File: src/rtl/imem_refill_pkg.sv
// rtl/imem_refill_pkg.sv - shared line/beat geometry and FSM encoding for the imem line-fill path
package imem_refill_pkg;

  localparam int IMEM_LINE_W = 256;
  localparam int IMEM_BEAT_W = 64;
  localparam int IMEM_ADDR_W = 64;

  localparam int NBEATS = IMEM_LINE_W / IMEM_BEAT_W;
  localparam int OFFS   = $clog2(IMEM_LINE_W / 8);

  typedef logic [1:0] state_t;

  localparam state_t S_IDLE  = 2'd0;
  localparam state_t S_FETCH = 2'd1;
  localparam state_t S_DRAIN = 2'd2;
  localparam state_t S_DONE  = 2'd3;

endpackage

File: src/rtl/imem_line_asm.sv
// rtl/imem_line_asm.sv - beat-indexed line assembly register, beat 0 in the lowest bytes
module imem_line_asm #(
  parameter int LINE_W = 256,
  parameter int BEAT_W = 64,
  parameter int IDX_W  = 2
) (
  input  logic              clk,
  input  logic              rst_n,
  input  logic              we,
  input  logic [IDX_W-1:0]  idx,
  input  logic [BEAT_W-1:0] beat,
  output logic [LINE_W-1:0] line
);

  always_ff @(posedge clk or negedge rst_n) begin
    if (!rst_n) begin
      line <= '0;
    end else if (we) begin
      line[idx*BEAT_W +: BEAT_W] <= beat;
    end
  end

endmodule

File: src/rtl/imem_refill.sv
// rtl/imem_refill.sv - L1 instruction cache line-fill controller; fetches a line as bus beats
module imem_refill
  import imem_refill_pkg::*;
#(
  parameter int LINE_W = IMEM_LINE_W,
  parameter int BEAT_W = IMEM_BEAT_W,
  parameter int ADDR_W = IMEM_ADDR_W
) (
  input  logic              clk,
  input  logic              rst_n,
  input  logic [ADDR_W-1:0] pc,
  input  logic              c_rd,
  output logic [LINE_W-1:0] c_data,
  output logic              c_dv,
  output logic [ADDR_W-1:0] m_addr,
  output logic              m_rd,
  input  logic [BEAT_W-1:0] m_data,
  input  logic              m_ack
);

  localparam int NB    = LINE_W / BEAT_W;
  localparam int CNT_W = $clog2(NB);

  localparam logic [ADDR_W-1:0] LINE_MASK  = ~(ADDR_W'((LINE_W / 8) - 1));
  localparam logic [ADDR_W-1:0] BEAT_BYTES = ADDR_W'(BEAT_W / 8);
  localparam logic [CNT_W-1:0]  LAST_IDX   = CNT_W'(NB - 1);

  state_t             state;
  logic [ADDR_W-1:0]  la;
  logic [CNT_W-1:0]   cnt;
  logic [ADDR_W-1:0]  pc_base;
  logic               same_line;
  logic               last_beat;
  logic               asm_we;

  assign pc_base   = pc & LINE_MASK;
  assign same_line = c_rd && (pc_base == la);
  assign last_beat = (cnt == LAST_IDX);
  assign asm_we    = (state == S_FETCH) && m_ack;

  imem_line_asm #(
    .LINE_W (LINE_W),
    .BEAT_W (BEAT_W),
    .IDX_W  (CNT_W)
  ) u_line_asm (
    .clk   (clk),
    .rst_n (rst_n),
    .we    (asm_we),
    .idx   (cnt),
    .beat  (m_data),
    .line  (c_data)
  );

  always_ff @(posedge clk or negedge rst_n) begin
    if (!rst_n) begin
      state  <= S_IDLE;
      la     <= '0;
      cnt    <= '0;
      m_rd   <= 1'b0;
      m_addr <= '0;
      c_dv   <= 1'b0;
    end else begin
      c_dv <= 1'b0;
      case (state)
        S_IDLE: begin
          if (c_rd) begin
            la     <= pc_base;
            cnt    <= '0;
            m_addr <= pc_base;
            m_rd   <= 1'b1;
            state  <= S_FETCH;
          end
        end
        S_FETCH: begin
          if (m_ack) begin
            cnt    <= cnt + 1'b1;
            m_addr <= m_addr + BEAT_BYTES;
            if (last_beat) begin
              m_rd <= 1'b0;
              if (same_line) begin
                c_dv  <= 1'b1;
                state <= S_DONE;
              end else begin
                state <= S_IDLE;
              end
            end else if (!same_line) begin
              // The acked beat already retired the bus read, so there is nothing left to drain.
              m_rd  <= 1'b0;
              state <= S_IDLE;
            end
          end else if (!same_line) begin
            state <= S_DRAIN;
          end
        end
        S_DRAIN: begin
          if (m_ack) begin
            m_rd  <= 1'b0;
            state <= S_IDLE;
          end
        end
        S_DONE: begin
          state <= S_IDLE;
        end
        default: begin
          state <= S_IDLE;
        end
      endcase
    end
  end

endmodule

File: config.mk
export PLATFORM = sky130hd
export DESIGN_NAME = imem_refill
export DESIGN_NICKNAME = d
export VERILOG_FILES = /design/src/rtl/imem_refill_pkg.sv /design/src/rtl/imem_line_asm.sv /design/src/rtl/imem_refill.sv
export SDC_FILE = /design/constraint.sdc
export NUM_CORES = 1
export LEC_CHECK = 0
export CAP_MARGIN = 20
export CORE_ASPECT_RATIO = 0.75
export CORE_MARGIN = 2
export CORE_UTILIZATION = 30
export DETAILED_ROUTE_END_ITERATION = 10
export GPL_TIMING_DRIVEN = 0
export PLACE_DENSITY_LB_ADDON = 0.25
export SLEW_MARGIN = 10
export SYNTH_ARGS = -nofsm -noshare
export SYNTH_HDL_FRONTEND = slang
export SYNTH_HIERARCHICAL = 1
export SYNTH_SLANG_ARGS = --single-unit
File: constraint.sdc
create_clock -name clk -period 3 [get_ports clk]
set_input_delay 0.6 -clock clk [delete_from_list [all_inputs] [get_ports clk]]
set_output_delay 0.6 -clock clk [all_outputs]
set_load 0.03 [all_outputs]
==> results.yml <==
status:
  status: "complete, no violations"
clock_tree:
  clkTransAtPathRegs_ns: 0.06
  cts_tree: "built"
  cts_root_buf: "clkbuf_16"
  htreeDepth: 2
  cts_buffers: 43
  clockBufferDepth: 3
  clock_latency_ns: 0.58
  numClockSinks: 382
yosys:
  muxShareOfSynthArea_pct: 4.313
  async_reset_ff_share_pct: 100.0
  synth_compound_area_share_pct: 20.92
  syn_avg_cell_area_sq_um: 11.27
  synth_top_family_by_area: "compound AO/OA/AOI/OAI gates"
  synth-seq-cells: 382
  synthSimpleGateAreaFrac_pct: 15.85
  synth_enable_flop_cells: 0
  yosysSeqAreaShare_pct: 51.33
  synthAdderAreaFrac_pct: 0.8062
  yosys_warnings: 6
  yosys.cell_types.count: 62
  synth-xor-area-share_pct: 2.210
  synth_cells: 1652
  syn-cell-area_sq_um: 18620
  ys.flop_type: "dfrtp_1"
floorplan:
  ios: 454
  die_w_microns: 291.7
  start_util_pct: 30.20
  die_h_microns: 219.8
  die-area_sq_um: 64110
  rows: 79
  coreArea_sq_um: 61680
global_routing:
  grt_max_degree: 108
  grt_pass1_wl_microns: 112200
  grt_pass1_vias: 16072
  grt.overflow.total: 0
  gr-usage-all-layers_pct: 23.47
  antenna_found_initial: 6
sta:
  worst_pin_slew_ns: 0.9313
  finalSetupViolations: 0
  timing.final.crit_share_pct: 97.73
  fin_setup_tns_ns: 0
  finalHoldViolCount: 0
  skew_ns: 0.03071
  max_freq_mhz: 341.1
  worst_slack_ns: 0.06825
  min_period_ns: 2.932
  relSlewSlack_pct: 37.68
  final_max_slew_viol_count: 0
setup_path:
  cp-start-kind: "input port"
  cp-end-kind: "flip-flop"
  critPathMaxFanout: 3
  worst-setup-path-type: "input port to flip-flop"
  worst_ep_arrival_time_ns: 3.43
  worstPathRequired_ns: 3.50
route:
  drt_iter0_markers: 1688
  first_pass_iters: 7
  viasPerCell: 5.601
  drc: 0
  wire_per_inst_microns: 25.96
  routed_wl_microns: 77780
  vias: 16781
  ant_nets: 0
power_and_ir_drop:
  irDropWorstVdd_mv: 0.4635
  p_per_area_nw_per_um2: 1062
  power_leakage_nw: 10.40
  total_power_mw: 27.41
flow_run:
  drv_cap: 0
place:
  dpl.hpwl_microns: 58430
  port_buffers: 445
  place_ws_ns: -0.6974
  place_congestion: 0.9321
cells_and_area:
  synthToLayoutAreaGrowth_pct: 38.62
  drive_gt1_share_pct: 14.93
  nets: 2297
worst_hold_path:
  worstHoldPathType: "input port to asynchronous set/reset pin"
## synth_stat cells, types with 4 or more instances
library cell	count	area (sq um)
dfrtp_1	382	9559
and2_1	124	775.7
a32o_1	120	1201
nand3_1	119	595.6
clkbuf_1	82	307.8
nand4_1	73	456.7
o2bb2ai_2	70	1051
o2bb2ai_1	68	595.6
nand2_1	66	247.7
buf_2	50	250.2
mux2_2	50	563.0
a21oi_1	48	240.2
o22ai_1	47	294.0
xor2_1	47	411.6
o21ai_0	38	190.2
and3_1	26	162.7
inv_1	24	90.09
mux2i_1	24	240.2
nor2_1	22	82.58
nor4_1	21	131.4
nor3_1	19	95.09
ha_1	12	150.1
buf_1	10	37.54
buf_6	10	112.6
a31oi_1	8	50.05
and4_1	8	70.07
nand2b_1	7	43.79
a22oi_1	6	45.04
buf_4	6	45.04
or3_1	6	37.54
or4_1	6	45.04
a211oi_1	5	37.54
nor2b_1	4	25.02
o211ai_1	4	30.03
## layout make-up
class | instances | area (sq um)
fill | 5967 | 35860
sequential | 382 | 9560
multi-input combinational | 1089 | 8268
timing repair buffer | 454 | 4584
clock buffer | 63 | 1281
tap | 810 | 1013
buffer | 159 | 844.6
clock inverter | 12 | 163.9
inverter | 24 | 93.84
antenna | 3 | 7.507
## worst paths after layout
path / endpoint / start / cells past startpoint / slack, ns
setup / recovery: c_dv / pc[56] / 7 / 0.07
hold / removal: m_addr[27] / rst_n / 1 / 0.007
setup reg to reg: u_line_asm/line[170] / cnt[0] / 9 / 0.11
hold reg to reg: la[22] / la[22] / 2 / 0.49
max in group asynchronous: u_line_asm/line[23] / rst_n / 3 / 1.48
min in group clk: la[22] / la[22] / 2 / 0.49
## cell families after synthesis
logic type,after synthesis
xor+xnor,47
mux,74
other cells,1
flops,382
fa+ha+maj,12
simple gates,521
compound gates,432
buf+inv,183
## power by group
group | internal [mW] | switching, mW
sequential | 6.77 | 1.55
clock | 3.22 | 2.27
combinational | 5.10 | 8.50
total | 15.1 | 12.3
## cell usage in the layout (no fill, tap or decap), types with 7 or more instances in the layout
cell / count
clkdlybuf4s50_1: 444
dfrtp_1: 381
and2_1: 124
a32o_1: 120
nand3_1: 119
nand4_1: 73
o2bb2ai_2: 70
o2bb2ai_1: 68
nand2_1: 62
clkbuf_1: 53
mux2_2: 50
o22ai_1: 47
xor2_1: 47
a21oi_1: 47
clkbuf_16: 43
buf_2: 41
o21ai_0: 38
clkbuf_2: 32
and3_1: 26
inv_1: 23
mux2i_1: 23
nor2_1: 22
nor4_1: 21
nor3_1: 19
buf_4: 15
clkbuf_8: 13
ha_1: 11
buf_6: 11
buf_1: 10
clkbuf_4: 10
and4_1: 8
a31oi_1: 8
nand2b_1: 7
## repair_timing
action                                  CTS  global route
gates resized for setup                  31            55
endpoints found under the setup margin  301           287
hold buffers                              0             0
pin swaps                                 0             1
setup buffers                             0             5
cloned                                    0             0
## per-stage QoR
step	utilization, %	std cells	hold slack [ns]	cell area, sq um
3_3_place_gp	39.07	2909	0.4717	24100
6_report	41.86	2996	0.007496	25820
2_1_floorplan	-	1654	0.3044	18630
3_5_place_dp	39.22	2913	0.4726	24190
5_1_grt	41.85	2994	0.03194	25810
4_1_cts	41.66	2988	0.004673	25690
## worst max-delay path, cell delays in order
cell	delay, ns
clkdlybuf4s50_1	0.55
xor2_1	0.21
nor4_1	0.70
nand4_1	0.44
nor4_1	0.51
and2_1	0.24
and3_1	0.17
## flip-flops by register name, indices dropped and copies added (netlist names)
name and flops:
state 2, u_line_asm/line 256, m_addr 61, la 59, cnt 2, m_rd 1
c_dv 1
## metal layers
metal | up-vias | GRT usage, % | wire [microns]
met5 | - | 0 | 0
met2 | 809 | 33.46 | 32810
li1 | 7310 | - | -
met3 | 112 | 4.206 | 6020
met1 | 8550 | 35.47 | 36610
met4 | 0 | 7.835 | 2333
No activity file was read; power rests on OpenSTA's default activity.
